**config.mk**
```make
export PLATFORM = sky130hd
export DESIGN_NAME = sdram_port_arbiter
export DESIGN_NICKNAME = d
export VERILOG_FILES = /design/src/rtl/sdram_arb_pkg.sv /design/src/rtl/owner_fifo.sv /design/src/rtl/sdram_port_arbiter.sv
export SDC_FILE = /design/constraint.sdc
export NUM_CORES = 1
export LEC_CHECK = 0
export ABC_AREA = 1
export CAP_MARGIN = 20
export CORE_MARGIN = 4
export CORE_UTILIZATION = 39
export DETAILED_ROUTE_END_ITERATION = 8
export GPL_TIMING_DRIVEN = 0
export HOLD_SLACK_MARGIN = 0.12
export PLACE_DENSITY = 0.82
export SETUP_SLACK_MARGIN = 0.15
export SLEW_MARGIN = 30
export SYNTH_ARGS = -nofsm -noshare
export SYNTH_HDL_FRONTEND = slang
export SYNTH_HIERARCHICAL = 1
export SYNTH_SLANG_ARGS = --single-unit
```
**constraint.sdc**
```tcl
create_clock -name clk -period 2.56 [get_ports clk]
set_input_delay 0.512 -clock clk [delete_from_list [all_inputs] [get_ports clk]]
set_output_delay 0.512 -clock clk [all_outputs]
set_load 0.005 [all_outputs]
```
**src/rtl/sdram_arb_pkg.sv**
```systemverilog
// Shared types and the round-robin pick used by the two-port SDRAM arbiter.
package sdram_arb_pkg;

  localparam int NUM_REQ = 2;

  typedef enum logic [0:0] {
    IDLE = 1'b0,
    BUSY = 1'b1
  } arb_state_t;

  typedef logic [0:0] owner_t;

  // With both requesters eligible, the one that did not win last time goes next.
  function automatic owner_t rr_pick(input logic [NUM_REQ-1:0] elig, input owner_t last_grant);
    if (elig == 2'b11) return ~last_grant;
    else if (elig[1]) return 1'b1;
    else return 1'b0;
  endfunction

endpackage

```
**src/rtl/owner_fifo.sv**
```systemverilog
// Small FIFO recording which requester issued each outstanding read.
// Push and pop in the same cycle are accepted even when full.
module owner_fifo #(
  parameter int DEPTH = 8,
  parameter int WIDTH = 1
) (
  input  logic             clk,
  input  logic             rst_n,
  input  logic             push,
  input  logic             pop,
  input  logic [WIDTH-1:0] din,
  output logic [WIDTH-1:0] dout,
  output logic             full,
  output logic             empty
);

  localparam int AW = $clog2(DEPTH);
  localparam logic [AW:0] FULL_CNT = (AW + 1)'(DEPTH);

  logic [WIDTH-1:0] mem [DEPTH];
  logic [AW-1:0]    wr_ptr;
  logic [AW-1:0]    rd_ptr;
  logic [AW:0]      count;
  logic             do_push;
  logic             do_pop;

  assign empty   = (count == '0);
  assign full    = (count == FULL_CNT);
  assign do_pop  = pop & ~empty;
  assign do_push = push & (~full | do_pop);
  assign dout    = mem[rd_ptr];

  always_ff @(posedge clk) begin
    if (do_push) mem[wr_ptr] <= din;
  end

  always_ff @(posedge clk or negedge rst_n) begin
    if (!rst_n) begin
      wr_ptr <= '0;
      rd_ptr <= '0;
      count  <= '0;
    end else begin
      if (do_push) wr_ptr <= wr_ptr + 1'b1;
      if (do_pop)  rd_ptr <= rd_ptr + 1'b1;
      case ({do_push, do_pop})
        2'b10:   count <= count + 1'b1;
        2'b01:   count <= count - 1'b1;
        default: count <= count;
      endcase
    end
  end

endmodule

```
**src/rtl/sdram_port_arbiter.sv**
```systemverilog
// Two-requester round-robin arbiter onto one Avalon-MM SDRAM master port,
// routing read beats back by owner. Optional counters: define ARB_PERF_CNT_EN.
//
// state | meaning
// IDLE  | no command driven; arbitrate among eligible requesters
// BUSY  | granted command held on m_*, waiting for m_waitrequest low
module sdram_port_arbiter
  import sdram_arb_pkg::*;
#(
  parameter int ADDR_W   = 32,
  parameter int DATA_W   = 32,
  parameter int MAX_PEND = 8
) (
  input  logic                clk,
  input  logic                rst_n,

  input  logic [ADDR_W-1:0]   s0_address,
  input  logic                s0_read,
  input  logic                s0_write,
  input  logic [DATA_W-1:0]   s0_writedata,
  input  logic [DATA_W/8-1:0] s0_byteenable,
  output logic                s0_waitrequest,
  output logic [DATA_W-1:0]   s0_readdata,
  output logic                s0_readdatavalid,

  input  logic [ADDR_W-1:0]   s1_address,
  input  logic                s1_read,
  input  logic                s1_write,
  input  logic [DATA_W-1:0]   s1_writedata,
  input  logic [DATA_W/8-1:0] s1_byteenable,
  output logic                s1_waitrequest,
  output logic [DATA_W-1:0]   s1_readdata,
  output logic                s1_readdatavalid,

  output logic [ADDR_W-1:0]   m_address,
  output logic                m_read,
  output logic                m_write,
  output logic [DATA_W-1:0]   m_writedata,
  output logic [DATA_W/8-1:0] m_byteenable,
  input  logic                m_waitrequest,
  input  logic [DATA_W-1:0]   m_readdata,
  input  logic                m_readdatavalid,

`ifdef ARB_PERF_CNT_EN
  output logic [31:0]         perf_grant0,
  output logic [31:0]         perf_grant1,
  output logic [31:0]         perf_stall,
`endif
  output logic                err_rdv
);

  localparam logic [0:0] ST_IDLE = IDLE;
  localparam logic [0:0] ST_BUSY = BUSY;

  logic [0:0]         state;
  owner_t             owner;
  owner_t             last_grant;
  owner_t             gnt;
  owner_t             head;
  logic [NUM_REQ-1:0] elig;
  logic               fifo_full;
  logic               fifo_empty;
  logic               accept;
  logic               push;
  logic               rdv_hit;

  // A read may only be granted if there is room to remember its owner.
  assign elig[0] = s0_write | (s0_read & ~fifo_full);
  assign elig[1] = s1_write | (s1_read & ~fifo_full);
  assign gnt     = rr_pick(elig, last_grant);

  assign accept  = (state == ST_BUSY) & ~m_waitrequest;
  assign push    = accept & m_read;
  assign rdv_hit = m_readdatavalid & ~fifo_empty;

  always_ff @(posedge clk or negedge rst_n) begin
    if (!rst_n) begin
      state        <= ST_IDLE;
      owner        <= 1'b0;
      last_grant   <= 1'b1;
      m_address    <= '0;
      m_read       <= 1'b0;
      m_write      <= 1'b0;
      m_writedata  <= '0;
      m_byteenable <= '0;
    end else begin
      case (state)
        ST_IDLE: begin
          if (|elig) begin
            owner        <= gnt;
            state        <= ST_BUSY;
            m_address    <= gnt[0] ? s1_address    : s0_address;
            m_read       <= gnt[0] ? s1_read       : s0_read;
            m_write      <= gnt[0] ? s1_write      : s0_write;
            m_writedata  <= gnt[0] ? s1_writedata  : s0_writedata;
            m_byteenable <= gnt[0] ? s1_byteenable : s0_byteenable;
          end
        end
        ST_BUSY: begin
          if (!m_waitrequest) begin
            m_read     <= 1'b0;
            m_write    <= 1'b0;
            last_grant <= owner;
            state      <= ST_IDLE;
          end
        end
        default: state <= ST_IDLE;
      endcase
    end
  end

  always_comb begin
    s0_waitrequest = 1'b1;
    s1_waitrequest = 1'b1;
    if (state == ST_BUSY) begin
      if (owner == 1'b0) s0_waitrequest = m_waitrequest;
      else               s1_waitrequest = m_waitrequest;
    end
  end

  owner_fifo #(
    .DEPTH (MAX_PEND),
    .WIDTH (1)
  ) u_owner_fifo (
    .clk   (clk),
    .rst_n (rst_n),
    .push  (push),
    .pop   (rdv_hit),
    .din   (owner),
    .dout  (head),
    .full  (fifo_full),
    .empty (fifo_empty)
  );

  always_comb begin
    s0_readdatavalid = 1'b0;
    s1_readdatavalid = 1'b0;
    s0_readdata      = '0;
    s1_readdata      = '0;
    if (rdv_hit) begin
      if (head == 1'b0) begin
        s0_readdatavalid = 1'b1;
        s0_readdata      = m_readdata;
      end else begin
        s1_readdatavalid = 1'b1;
        s1_readdata      = m_readdata;
      end
    end
  end

  always_ff @(posedge clk or negedge rst_n) begin
    if (!rst_n)                               err_rdv <= 1'b0;
    else if (m_readdatavalid && fifo_empty)   err_rdv <= 1'b1;
  end

`ifdef ARB_PERF_CNT_EN
  always_ff @(posedge clk or negedge rst_n) begin
    if (!rst_n) begin
      perf_grant0 <= '0;
      perf_grant1 <= '0;
      perf_stall  <= '0;
    end else begin
      if (accept && owner == 1'b0 && perf_grant0 != '1) perf_grant0 <= perf_grant0 + 1'b1;
      if (accept && owner == 1'b1 && perf_grant1 != '1) perf_grant1 <= perf_grant1 + 1'b1;
      if (state == ST_BUSY && m_waitrequest && perf_stall != '1) perf_stall <= perf_stall + 1'b1;
    end
  end
`endif

endmodule
```
After elaboration in Yosys (flattened, before gate mapping)
Memories as Yosys holds them, arrays and structs flattened.
Cells that the tools add are included.
{"block": "totals", "output_inout_bits": 139, "register_bits": 84, "wordCells": 75, "ram_bits": 8, "mem_count": 1}
{"name": "u_owner_fifo.mem", "words": 8, "word_bits": 1, "rd": 1, "rd_ports_with_merged_regs": 0, "wr": 1, "line": "owner_fifo.sv:20", "text": "logic [WIDTH-1:0] mem [DEPTH];"}
{"block": "op_classes", "add_sub_neg": 4, "reduce_logical": 7, "bitwise": 15, "n_eq_ne": 6, "n_mux": 30}
{"operator": "2-to-1 mux 32 bit", "n": 6}
{"operator": "2-to-1 mux 1 bit", "n": 19}
{"operator": "case mux 4 bit (2 select lines)", "n": 1}
{"operator": "AND 1 bit", "n": 7}
{"operator": "adder 3 x 1 -> 3 bit (second input constant)", "n": 2}
{"operator": "case mux 1 bit (2 select lines)", "n": 3}
{"operator": "AND reduction 2 bit", "n": 3}
{"operator": "inverter 1 bit", "n": 5}
{"operator": "adder 4 x 1 -> 4 bit (second input constant)", "n": 1}
{"operator": "== test 2 bit (second input constant)", "n": 2}
{"operator": "== test 4 bit (second input constant)", "n": 1}
{"operator": "zero test 4 bit", "n": 1}
{"operator": "2-to-1 mux 4 bit", "n": 1}
{"operator": "inequality test 2 bit (second input constant)", "n": 2}
{"operator": "subtractor 4 x 1 -> 4 bit (second input constant)", "n": 1}
{"operator": "bitwise OR 1 bit", "n": 3}
{"operator": "== test 2 x 1 -> 1 bit (second input constant)", "n": 1}
{"operator": "nonzero test 2 bit", "n": 1}
{"operator": "OR reduction 2 bit", "n": 1}
{"operator": "logical AND 1 bit", "n": 1}

Depth between registers and ports, before layout
Gate-level depths: netlist of the first run.
{"block": "depth", "depth_word": 9, "depth_mapped": 15, "depth_no_buf": 15}

Hierarchy
The synthesis of the first run kept the hierarchy.
{"module": "sdram_port_arbiter", "instances": 1, "area_per_inst_um2": 4504.3, "seq_area_each_um2": 1853.0, "cells_per_inst": 663}
{"module": "owner_fifo", "instances": 1, "area_per_inst_um2": 952.2, "seq_area_each_um2": 490.5, "cells_per_inst": 98}

Worst setup path before layout of the first run
No wires, ideal clock.
{"block": "synth_path", "path_kind": "input to register", "start": "input port m_waitrequest", "end": "register u_owner_fifo.count[3]", "setup_slack_ps": 273, "arrival_ps": 2174, "n_path_buf": 0, "cell_stages": 13, "path_cell_list": "nor2_1 -> inv_1 -> nor2_1 -> inv_1 -> nand3_1 -> inv_1 -> ha_1 -> a21oi_1 -> nand3_1 -> nand2_1 -> nand3_1 -> nand2_1 -> inv_1"}
{"block": "synth_between", "elab_chain_cells": 6, "elab_cells_between_ends": 8}
{"item": "start, declared", "line": "sdram_port_arbiter.sv:40", "text": "input logic m_waitrequest,"}
{"item": "inverter 1 bit (no source line) *"}
{"item": "AND 1 bit *", "line": "sdram_port_arbiter.sv:72", "text": "assign accept = (state == ST_BUSY) & ~m_waitrequest;"}
{"item": "AND 1 bit *", "line": "sdram_port_arbiter.sv:73", "text": "assign push = accept & m_read;"}
{"item": "net push", "line": "sdram_port_arbiter.sv:64", "text": "logic push;"}
{"item": "AND 1 bit *", "line": "owner_fifo.sv:30", "text": "assign do_push = push & (~full | do_pop);"}
{"item": "== test 2 x 1 -> 1 bit / == test 2 bit (equally long branches)", "line": "owner_fifo.sv:45", "text": "case ({do_push, do_pop})"}
{"item": "case mux 4 bit (2 select lines) / nonzero test 2 bit (equally long branches)"}
{"item": "end signal, assigned", "line": "owner_fifo.sv:46", "text": "2'b10: count <= count + 1'b1;"}
{"item": "end signal, assigned", "line": "owner_fifo.sv:47", "text": "2'b01: count <= count - 1'b1;"}
{"item": "end signal, assigned", "line": "owner_fifo.sv:48", "text": "default: count <= count;"}
{"item": "end, declared", "line": "owner_fifo.sv:23", "text": "logic [AW:0] count;"}
The timed path passes the listed nets; every way through them passes the cells marked *.
A chain may end at the register's enable or synchronous reset.

Worst setup path after layout of the first run
{"block": "layout_path", "start": "input port m_readdatavalid", "end": "output port s0_readdata[2]"}
{"block": "layout_between", "elab_chain_cells": 2}
{"item": "start, declared", "line": "sdram_port_arbiter.sv:42", "text": "input logic m_readdatavalid,"}
{"item": "AND 1 bit", "line": "sdram_port_arbiter.sv:74", "text": "assign rdv_hit = m_readdatavalid & ~fifo_empty;"}
{"item": "net rdv_hit", "line": "sdram_port_arbiter.sv:65", "text": "logic rdv_hit;"}
{"item": "2-to-1 mux 32 bit", "line": "sdram_port_arbiter.sv:140", "text": "if (rdv_hit) begin"}
{"item": "end, declared", "line": "sdram_port_arbiter.sv:23", "text": "output logic [DATA_W-1:0] s0_readdata,"}
The timed path passes the listed nets, and every way through them passes these cells.

==> impl_metrics.py, run 1 <==
metrics = {
    "grt": {
        "first_global_vias": 6115,
        "grtUsageTotal_pct": 25.5,
        "overflow": 0,
        "antenna_found_initial": 0,
        "grt_pass1_wl_microns": 32100,
        "grt_max_degree": 44,
    },
    "critical_path": {
        "cp-start-kind": "input port",
        "cp.required_ns": 2.05,
        "cp-end-kind": "output port",
        "cp_max_fo": 6,
        "path_class": "input port to output port",
        "arrival_ns": 2.01,
    },
    "outcome": {
        "status": "completed",
    },
    "synth": {
        "syn_area_per_cell_sq_um": 7.17,
        "synth_seq_cells": 92,
        "synthFlopType": "dfrtp_1",
        "yosys.cell_count.top_type": "nand2_1",
        "synth_edf_count": 8,
        "syn_nets": 942,
        "ys_types": 31,
        "ys_async_sr_fraction_pct": 91.3,
        "syn_inst": 761,
        "synth.yosys.seq_area_share_pct": 42.9,
        "synth_top_area_share_pct": 38.1,
        "synthTopCellsByArea": "dfrtp_1 38%, nand2_1 16%, nand3b_1 9.4%",
        "yosysTopAreaCell": "dfrtp_1",
        "syn_area_sq_mm": 0.00546,
        "post_synth_most_frequent_cells": "229 x nand2_1, 124 x inv_1, 83 x dfrtp_1, 81 x nand3_1, 81 x nor2_1",
        "yosysWarnings": 6,
    },
    "floorplanning": {
        "chipWidth_microns": 126,
        "rows": 42,
        "io_pins": 315,
        "core_area_sq_mm": 0.0135,
        "die_area_sq_mm": 0.0159,
        "die_y_microns": 126,
        "floorplan.initialDensity_pct": 40.6,
    },
    "timing": {
        "period_needed_ns": 2.52,
        "period_share_pct": 98.5,
        "rsz0062_at_grt": "yes",
        "slew_violations": 0,
        "slew_headroom_pct": 66.4,
        "fmax_mhz": 396,
        "hold_viol_final": 0,
        "worst_slew_pin_slew_ns": 0.505,
        "fin_worst_skew_ns": 0.00653,
        "setup-violations-final": 0,
        "holdWs_ns": 0.458,
    },
    "place": {
        "dp_hpwl_microns": 16100,
        "place_congestion": 0.922,
        "io_buffers": 314,
    },
    "detailed_routing": {
        "drtIter0Drc": 340,
        "vias": 6288,
        "wl_met2_microns": 11300,
        "wl_per_cell_microns": 16.9,
        "wl_met3_microns": 1670,
        "m1WireLength_microns": 8130,
        "drtAntennaViolNets": 0,
        "viasPerCell": 4.85,
        "top_layer": "met4",
        "drc": 0,
        "drt-pass1-iter-count": 5,
        "wirelength_microns": 21900,
    },
    "cells_and_area": {
        "nets": 1297,
        "areaGrowthSynthToFinish_pct": 78.1,
        "drive_gt1_share_pct": 20.0,
        "finish.utilization_pct": 72.2,
        "fillers": 1066,
        "n_antenna_cell": 0,
    },
    "clocking": {
        "numClockSinks": 92,
        "htree_levels": 3,
        "root_buffer": "clkbuf_16",
        "tritoncts": "built",
        "cts_inserted_buffers": 9,
        "clk_latency_ns": 0.34,
        "cts.path.max_buffers": 2,
        "clk_pin_slew_worst_paths_ns": 0.06,
    },
    "flow_run": {
        "drv_cap": 0,
    },
    "power": {
        "p_total_mw": 8.06,
        "power.density_mw_per_mm2": 829,
        "irDropWorstVdd_mv": 0.426,
        "total_leakage_power_nw": 4.84,
    },
    "min_path": {
        "hp-class": "flip-flop to flip-flop",
    },
}
==> routing by layer <==
| layer | vias up | track usage (%) |
|---|---|---|
| met5 | - | 0 |
| met4 | 0 | 10.3 |
| met3 | 43 | 6.69 |
| met2 | 286 | 46.5 |
| met1 | 2926 | 28.2 |
| li1 | 3033 | - |
==> layout make-up <==
cell class,count,area (sq um),share of cell area [%]
Multi-Input combinational cell,503,2830,29.1
Clock buffer,11,243,2.50
Inverter,124,468,4.81
Sequential cell,92,2340,24.1
Timing Repair Buffer,344,3290,33.9
Tap cell,176,220,2.27
Buffer,42,299,3.08
Clock inverter,5,27.5,0.283
==> through the flow <==
stage | instances | worst slack [ns] | setup TNS, ns | area, sq um
finish | 1297 | 0.0371 | 0 | 9720
global route | 1297 | -0.109 | -1.61 | 9720
CTS | 1293 | -0.00956 | -0.00956 | 9390
detailed placement | 1252 | -0.662 | -35.67 | 8840
global placement | 1251 | -2.16 | -213.55 | 8820
floorplan | 761 | 0.273 | 0 | 5460
==> registers in the layout, indices dropped and copies added (netlist names) <==
| register | count |
|---|---|
| err_rdv | 1 |
| last_grant | 1 |
| m_address | 32 |
| m_byteenable | 4 |
| m_read | 1 |
| m_write | 1 |
| m_writedata | 32 |
| owner | 1 |
| state | 1 |
| u_owner_fifo/count | 4 |
| u_owner_fifo/mem | 8 |
| u_owner_fifo/rd_ptr | 3 |
| u_owner_fifo/wr_ptr | 3 |
==> critical path: stages <==
cell and delay, ns:
clkdlybuf4s50_1 0.48, inv_1 0.07, nor2_4 0.13, inv_1 0.06, nor2_2 0.13, inv_2 0.06, buf_12 0.14, buf_8 0.14
nor2_1 0.14, buf_2 0.16
==> cells by family (layout without fill, tap and decap cells) <==
group                    Yosys count  in the layout  synth area share [%]
AND/OR/NAND/NOR                  477            477                  40.7
buffers and inverters            166            526                  12.3
flip-flops                        92             92                  42.9
AO/OA/AOI/OAI                     15             15                  1.72
adder cells (fa/ha/maj)            5              5                  1.28
XOR/XNOR                           5              5                 0.803
multiplexers                       1              1                 0.206
==> cell usage in the layout, fill, tap and decap left out, types with 3 or more instances in the layout <==
cell and instances:
o21ai_0 5, clkbuf_16 13, nor3_1 4, nand3b_1 68
nor2_2 12, clkinv_2 4, buf_6 32, nand3_1 81
edfxtp_1 8, nor2_1 24, clkdlybuf4s50_1 246, buf_8 4
buf_2 68, clkbuf_1 11, dfrtp_1 82, buf_4 12
inv_2 3, xor2_1 3, buf_12 4, ha_1 4
nor2_4 48, nand2_1 227, nand2_2 7, inv_1 120
==> timing repair <==
item / CTS / global route
setup buffers: 21 / 4
hold buffers: 1 / 0
pin swaps: 18 / 14
setup endpoints to repair: 68 / 68
cloned: 3 / 0
hold endpoints to repair: 41 / 0
resized for setup: 349 / 89
==> power breakdown <==
group	leakage (nW)	total [mW]	internal [mW]	switching, mW
Sequential	1.08	2.27	1.95	0.328
Combinational	3.63	4.57	2.39	2.18
Clock	0.135	1.22	0.678	0.538
==> worst paths after layout <==
check | from | slack (ns) | depth (start not counted) | to
worst max register to register | state$_DFF_PN0_ | 0.33 | 14 | u_owner_fifo/count[3]$_DFFE_PN0P_
max in group asynchronous | rst_n | 1.34 | 3 | u_owner_fifo/rd_ptr[0]$_DFFE_PN0N_
min in group asynchronous | rst_n | 0.65 | 2 | m_address[1]$_DFFE_PN0P_
worst min register to register | err_rdv$_DFFE_PN0P_ | 0.46 | 1 | err_rdv$_DFFE_PN0P_
worst max-delay path | m_readdatavalid | 0.04 | 10 | s0_readdata[2]
worst min-delay path | err_rdv$_DFFE_PN0P_ | 0.46 | 1 | err_rdv$_DFFE_PN0P_
No activity file was read; power rests on OpenSTA's default activity.
==> inputs of run 2 (changes only) <==
- GPL_TIMING_DRIVEN: 0 -> not set
==> impl_metrics.py, run 2 (synthesized netlist as in run 1, its figures left out) <==
metrics = {
    "place": {
        "dp.cells": 1231,
        "postPlaceCellArea_sq_mm": 0.00885,
        "dp_hpwl_microns": 14900,
        "io_buffers": 314,
        "place_ws_ns": -0.177,
        "place_congestion": 1.02,
    },
    "clocking": {
        "cts.hold.buffers_added": 0,
        "numClockSinks": 92,
        "cts_inserted_buffers": 9,
        "root_buffer": "clkbuf_16",
        "clk_pin_slew_worst_paths_ns": 0.06,
        "cts.path.max_buffers": 2,
        "htree_levels": 3,
        "clk_latency_ns": 0.34,
        "tritoncts": "built",
    },
    "cells_and_area": {
        "areaGrowthSynthToFinish_pct": 73.7,
        "n_antenna_cell": 0,
        "final_cell_mix": "246 x clkdlybuf4s50_1, 227 x nand2_1, 121 x inv_1, 82 x dfrtp_1, 81 x nand3_1",
        "drive_gt1_share_pct": 18.1,
        "fillers": 1090,
        "design_area_sq_mm": 0.00948,
        "largest_registers": "m_address x32, m_writedata x32, u_owner_fifo/mem x8",
        "nets": 1258,
        "layout.cells.non_filler": 1257,
        "layout_commonest_cell": "clkdlybuf4s50_1",
    },
    "timing": {
        "rsz0062_at_grt": "yes",
        "period_share_pct": 96.8,
        "hold_viol_final": 0,
        "slew_headroom_pct": 68.0,
        "fin_worst_skew_ns": 0.00648,
        "setup_slack_ns": 0.0808,
        "setup-violations-final": 0,
        "worst_slew_pin_slew_ns": 0.479,
        "slew_violations": 0,
        "period_needed_ns": 2.48,
        "fmax_mhz": 403,
    },
    "detailed_routing": {
        "viasPerCell": 4.79,
        "wl_per_cell_microns": 16.0,
        "drtIter0Drc": 293,
        "drtAntennaViolNets": 0,
        "vias": 6027,
        "drc": 0,
        "drt-pass1-iter-count": 4,
        "wirelength_microns": 20100,
    },
    "floorplanning": {
        "chipWidth_microns": 126,
        "die_area_sq_mm": 0.0159,
        "floorplan.initialDensity_pct": 40.6,
        "core_area_sq_mm": 0.0135,
        "rows": 42,
        "io_pins": 315,
        "die_y_microns": 126,
    },
    "critical_path": {
        "path_delay_family": "buffers and inverters",
        "cp.required_ns": 2.05,
        "cp-start-kind": "flip-flop",
        "crit_top_cell": "nor2_1",
        "arrival_ns": 1.97,
        "cp-end-kind": "output port",
        "regToRegSetupSlack_ns": 0.41,
        "cp_max_fo": 8,
        "path_class": "flip-flop to output port",
        "path_buf_inv": 4,
        "crit_slowest_cell": "dfrtp_2",
        "crit_path_max_incr_delay_ns": 0.44,
        "path_cells": "buf_4, nor2_1, nor2_1, o21ai_1, a21oi_2, nor2_2, inv_4, buf_16, nor2_1, buf_2",
    },
    "grt": {
        "overflow": 0,
        "first_global_vias": 5943,
        "grt_max_degree": 49,
        "grtUsageTotal_pct": 24.0,
        "grt_pass1_wl_microns": 30500,
        "antenna_found_initial": 0,
    },
    "min_path": {
        "hp-class": "input port to asynchronous set/reset pin",
    },
    "outcome": {
        "status": "completed",
    },
    "power": {
        "power.density_mw_per_mm2": 843,
        "total_leakage_power_nw": 4.71,
        "irDropWorstVdd_mv": 0.366,
        "p_total_mw": 7.99,
    },
    "flow_run": {
        "drv_cap": 0,
    },
}
-- run 2: cell types whose count changed in the layout (fill, tap and decap cells not counted), sizes merged, moves of 2 or more --
cell    previous run  this run
clkbuf            27        43
bufinv             0         3
clkinv             4         2
buf              120        68
-- run 2: stage by stage --
stage | util, % | setup TNS (ns) | hold WS [ns]
final | 70.4 | 0 | 0.134
after global routing | 70.4 | -0.884 | 0.166
after CTS | 69.0 | 0 | 0.147
after detailed placement | 65.8 | -6.68 | 0.448
after global placement | 65.8 | -5.73 | 0.447
after floorplan | - | 0 | 0.216
-- run 2: report_power, final --
group	switching [mW]	internal [mW]	total, mW
Combinational	2.03	2.14	4.17
Sequential	0.321	1.95	2.27
Clock	0.549	1.01	1.56
-- run 2: worst paths after layout --
| kind | from | to | cells past startpoint |
|---|---|---|---|
| worst max-delay path | u_owner_fifo/rd_ptr[0]$_DFFE_PN0N_ | s0_readdata[31] | 10 |
| worst min-delay path | rst_n | m_writedata[30]$_DFFE_PN0P_ | 1 |
| worst max register to register | u_owner_fifo/count[1]$_DFFE_PN0P_ | m_address[26]$_DFFE_PN0P_ | 11 |
| worst min register to register | err_rdv$_DFFE_PN0P_ | err_rdv$_DFFE_PN0P_ | 1 |
| max in group asynchronous | rst_n | m_address[26]$_DFFE_PN0P_ | 2 |
| min in group clk | err_rdv$_DFFE_PN0P_ | err_rdv$_DFFE_PN0P_ | 1 |
-- run 2: layout make-up --
| type | instances | area, sq um | area share, % |
|---|---|---|---|
| clock inverters | 4 | 95.1 | 1.00 |
| flip-flops and latches | 92 | 2340 | 24.7 |
| clock buffers | 11 | 254 | 2.68 |
| multi-input cells | 503 | 2790 | 29.4 |
| inverters | 124 | 473 | 4.99 |
| repair buffers | 347 | 3300 | 34.8 |
| well taps | 176 | 220 | 2.32 |
-- run 2: timing repair --
item,in CTS,in global routing
gates cloned,2,3
buffers inserted,6,0
endpoints found under the setup margin,67,67
gates resized for setup,141,220
pin swaps,4,7
-- run 2: metal layers --
layer  vias to the layer above  global-route usage [%]  routed length [microns]
met5                         -                       0                        0
met4                         0                    12.0                      804
met3                        46                    6.86                     1670
met2                       276                    42.9                    10300
met1                      2754                    25.9                     7340
li1                       2951                       -                        -
==> inputs of run 3 (changes only) <==
- CORE_UTILIZATION: 39 -> 40
- CTS_BUF_LIST: not set -> sky130_fd_sc_hd__clkbuf_8
- PLACE_DENSITY: 0.82 -> 0.84
- SLEW_MARGIN: 30 -> 0
==> impl_metrics.py, run 3 (synthesized netlist as in run 1, its figures left out) <==
metrics = {
    "outcome": {
        "status": "finished with violations",
        "violations": "setup timing",
    },
    "detailed_routing": {
        "drt-pass1-iter-count": 4,
        "wl_per_cell_microns": 15.9,
        "viasPerCell": 4.81,
        "drtAntennaViolNets": 0,
        "vias": 6053,
        "wirelength_microns": 20000,
        "drtIter0Drc": 302,
        "drc": 0,
    },
    "timing": {
        "setup_slack_ns": -0.0241,
        "rsz0062_at_grt": "yes",
        "fmax_mhz": 387,
        "slew_violations": 0,
        "fin_worst_skew_ns": 0.0144,
        "worst_slew_pin_slew_ns": 0.561,
        "setup-violations-final": 1,
        "period_needed_ns": 2.58,
        "hold_viol_final": 0,
        "period_share_pct": 101,
        "slew_headroom_pct": 62.6,
        "holdWs_ns": 0.110,
        "tns_ns": -0.0241,
    },
    "place": {
        "io_buffers": 314,
        "place_congestion": 1.04,
        "postPlaceCellArea_sq_mm": 0.00886,
        "dp_hpwl_microns": 14800,
    },
    "min_path": {
        "hp-class": "input port to asynchronous set/reset pin",
    },
    "clocking": {
        "htree_levels": 3,
        "cts.hold.buffers_added": 0,
        "root_buffer": "clkbuf_8",
        "clk_pin_slew_worst_paths_ns": 0.10,
        "clk_latency_ns": 0.37,
        "cts_inserted_buffers": 9,
        "numClockSinks": 92,
        "cts.path.max_buffers": 2,
        "tritoncts": "built",
    },
    "power": {
        "p_int_mw": 4.80,
        "power_frac_seq_pct": 29.6,
        "p_total_mw": 7.61,
        "combinationalPowerShare_pct": 55.0,
        "power.density_mw_per_mm2": 814,
        "total_leakage_power_nw": 4.69,
        "swShare_pct": 36.9,
        "p_clk_share_pct": 15.3,
        "irDropWorstVdd_mv": 0.351,
        "p_switching_mw": 2.81,
    },
    "cells_and_area": {
        "layout_commonest_cell": "clkdlybuf4s50_1",
        "seqCellArea_sq_mm": 0.00235,
        "finish.utilization_pct": 70.4,
        "nets": 1260,
        "drive_gt1_share_pct": 18.4,
        "n_antenna_cell": 0,
        "fillers": 1060,
        "multi_input_area_sq_mm": 0.00274,
        "areaGrowthSynthToFinish_pct": 71.5,
        "design_area_sq_mm": 0.00936,
        "largest_registers": "m_address x32, m_writedata x32, u_owner_fifo/mem x8",
        "final_cell_mix": "246 x clkdlybuf4s50_1, 227 x nand2_1, 122 x inv_1, 81 x nand3_1, 81 x dfrtp_1",
    },
    "critical_path": {
        "crit_top_cell": "nor2_1",
        "rr_startpoint": "u_owner_fifo/count[3]$_DFFE_PN0P_",
        "cp.depth": 10,
        "cp-end-kind": "output port",
        "cp-start-kind": "flip-flop",
        "crit_path_max_incr_delay_ns": 0.45,
        "endpoint": "s1_readdata[26]",
        "crit_slowest_cell": "dfrtp_2",
        "ff2ff_path_depth": 14,
        "regToRegSetupSlack_ns": 0.45,
        "startpoint": "u_owner_fifo/rd_ptr[0]$_DFFE_PN0N_",
        "arrival_ns": 2.07,
        "r2r-end": "u_owner_fifo/count[3]$_DFFE_PN0P_",
        "path_cells": "inv_2, nor2_1, o21a_1, a21oi_2, nand2_2, buf_6, buf_8, buf_12, nor2_1, buf_2",
        "path_buf_inv": 5,
        "path_class": "flip-flop to output port",
        "cp_max_fo": 8,
        "cp.required_ns": 2.05,
        "path_delay_family": "buffers and inverters",
    },
    "floorplanning": {
        "die_area_sq_mm": 0.0156,
        "die_y_microns": 125,
        "io_pins": 315,
        "core_area_sq_mm": 0.0133,
        "rows": 42,
        "chipWidth_microns": 125,
        "floorplan.initialDensity_pct": 41.0,
    },
    "grt": {
        "grt_pass1_wl_microns": 30800,
        "first_global_vias": 5997,
        "grtUsageTotal_pct": 24.6,
        "antenna_found_initial": 0,
        "grt_max_degree": 73,
        "overflow": 0,
    },
    "flow_run": {
        "drv_cap": 0,
    },
}
## run 3: how the worst min path moves through the flow
stage / startpoint / end / slack (ns)
after detailed placement: err_rdv$_DFFE_PN0P_ / err_rdv$_DFFE_PN0P_ / 0.44
after floorplan: rst_n / err_rdv$_DFFE_PN0P_ / 0.22
final: rst_n / m_address[12]$_DFFE_PN0P_ / 0.11
after global routing: rst_n / m_address[12]$_DFFE_PN0P_ / 0.14
after CTS: rst_n / m_address[12]$_DFFE_PN0P_ / 0.13
after global placement: err_rdv$_DFFE_PN0P_ / err_rdv$_DFFE_PN0P_ / 0.44
## run 3: final cells by class
| cell class | count | share of cell area (%) |
|---|---|---|
| clock buffer | 10 | 1.47 |
| clock inverter | 5 | 1.07 |
| inverter | 124 | 5.00 |
| multi-input combinational | 503 | 29.3 |
| sequential | 92 | 25.1 |
| tap | 176 | 2.35 |
| timing repair buffer | 349 | 35.7 |
## run 3: what timing repair did
item	in CTS	in global routing
gates resized for setup	294	86
cloned	2	0
endpoints found under the setup margin	67	67
pin swaps	11	11
buffers inserted	16	1
## run 3: layer usage
| layer | track usage (%) | up-vias | wire length [microns] |
|---|---|---|---|
| met5 | 0 | - | 0 |
| li1 | - | 2958 | - |
| met1 | 26.7 | 2772 | 7480 |
| met3 | 7.33 | 53 | 1560 |
| met4 | 11.5 | 0 | 920 |
| met2 | 43.7 | 270 | 10100 |
## run 3: metrics by stage
step / instances / setup slack, ns
after floorplan: 761 / 0.273
after global placement: 1225 / -0.177
after detailed placement: 1225 / -0.306
after CTS: 1258 / 0.0212
after global routing: 1259 / -0.151
final: 1259 / -0.0241
## run 3: worst register-to-register path, delay by kind of cell (launching register included)
family / cells / cell delay [ns]
simple gates: 8 / 0.73
buf+inv: 4 / 0.36
fa+ha+maj: 1 / 0.32
flops: 1 / 0.42
compound gates: 1 / 0.18
## run 3: power by group through the flow
stage                     combinational [mW]  clock [mW]  sequential, mW
after floorplan                         1.54           0            2.27
after global placement                  3.62           0            2.27
after detailed placement                3.70           0            2.27
after CTS                               3.97        1.20            2.25
after global routing                    4.55        1.25            2.32
final                                   4.19        1.17            2.26
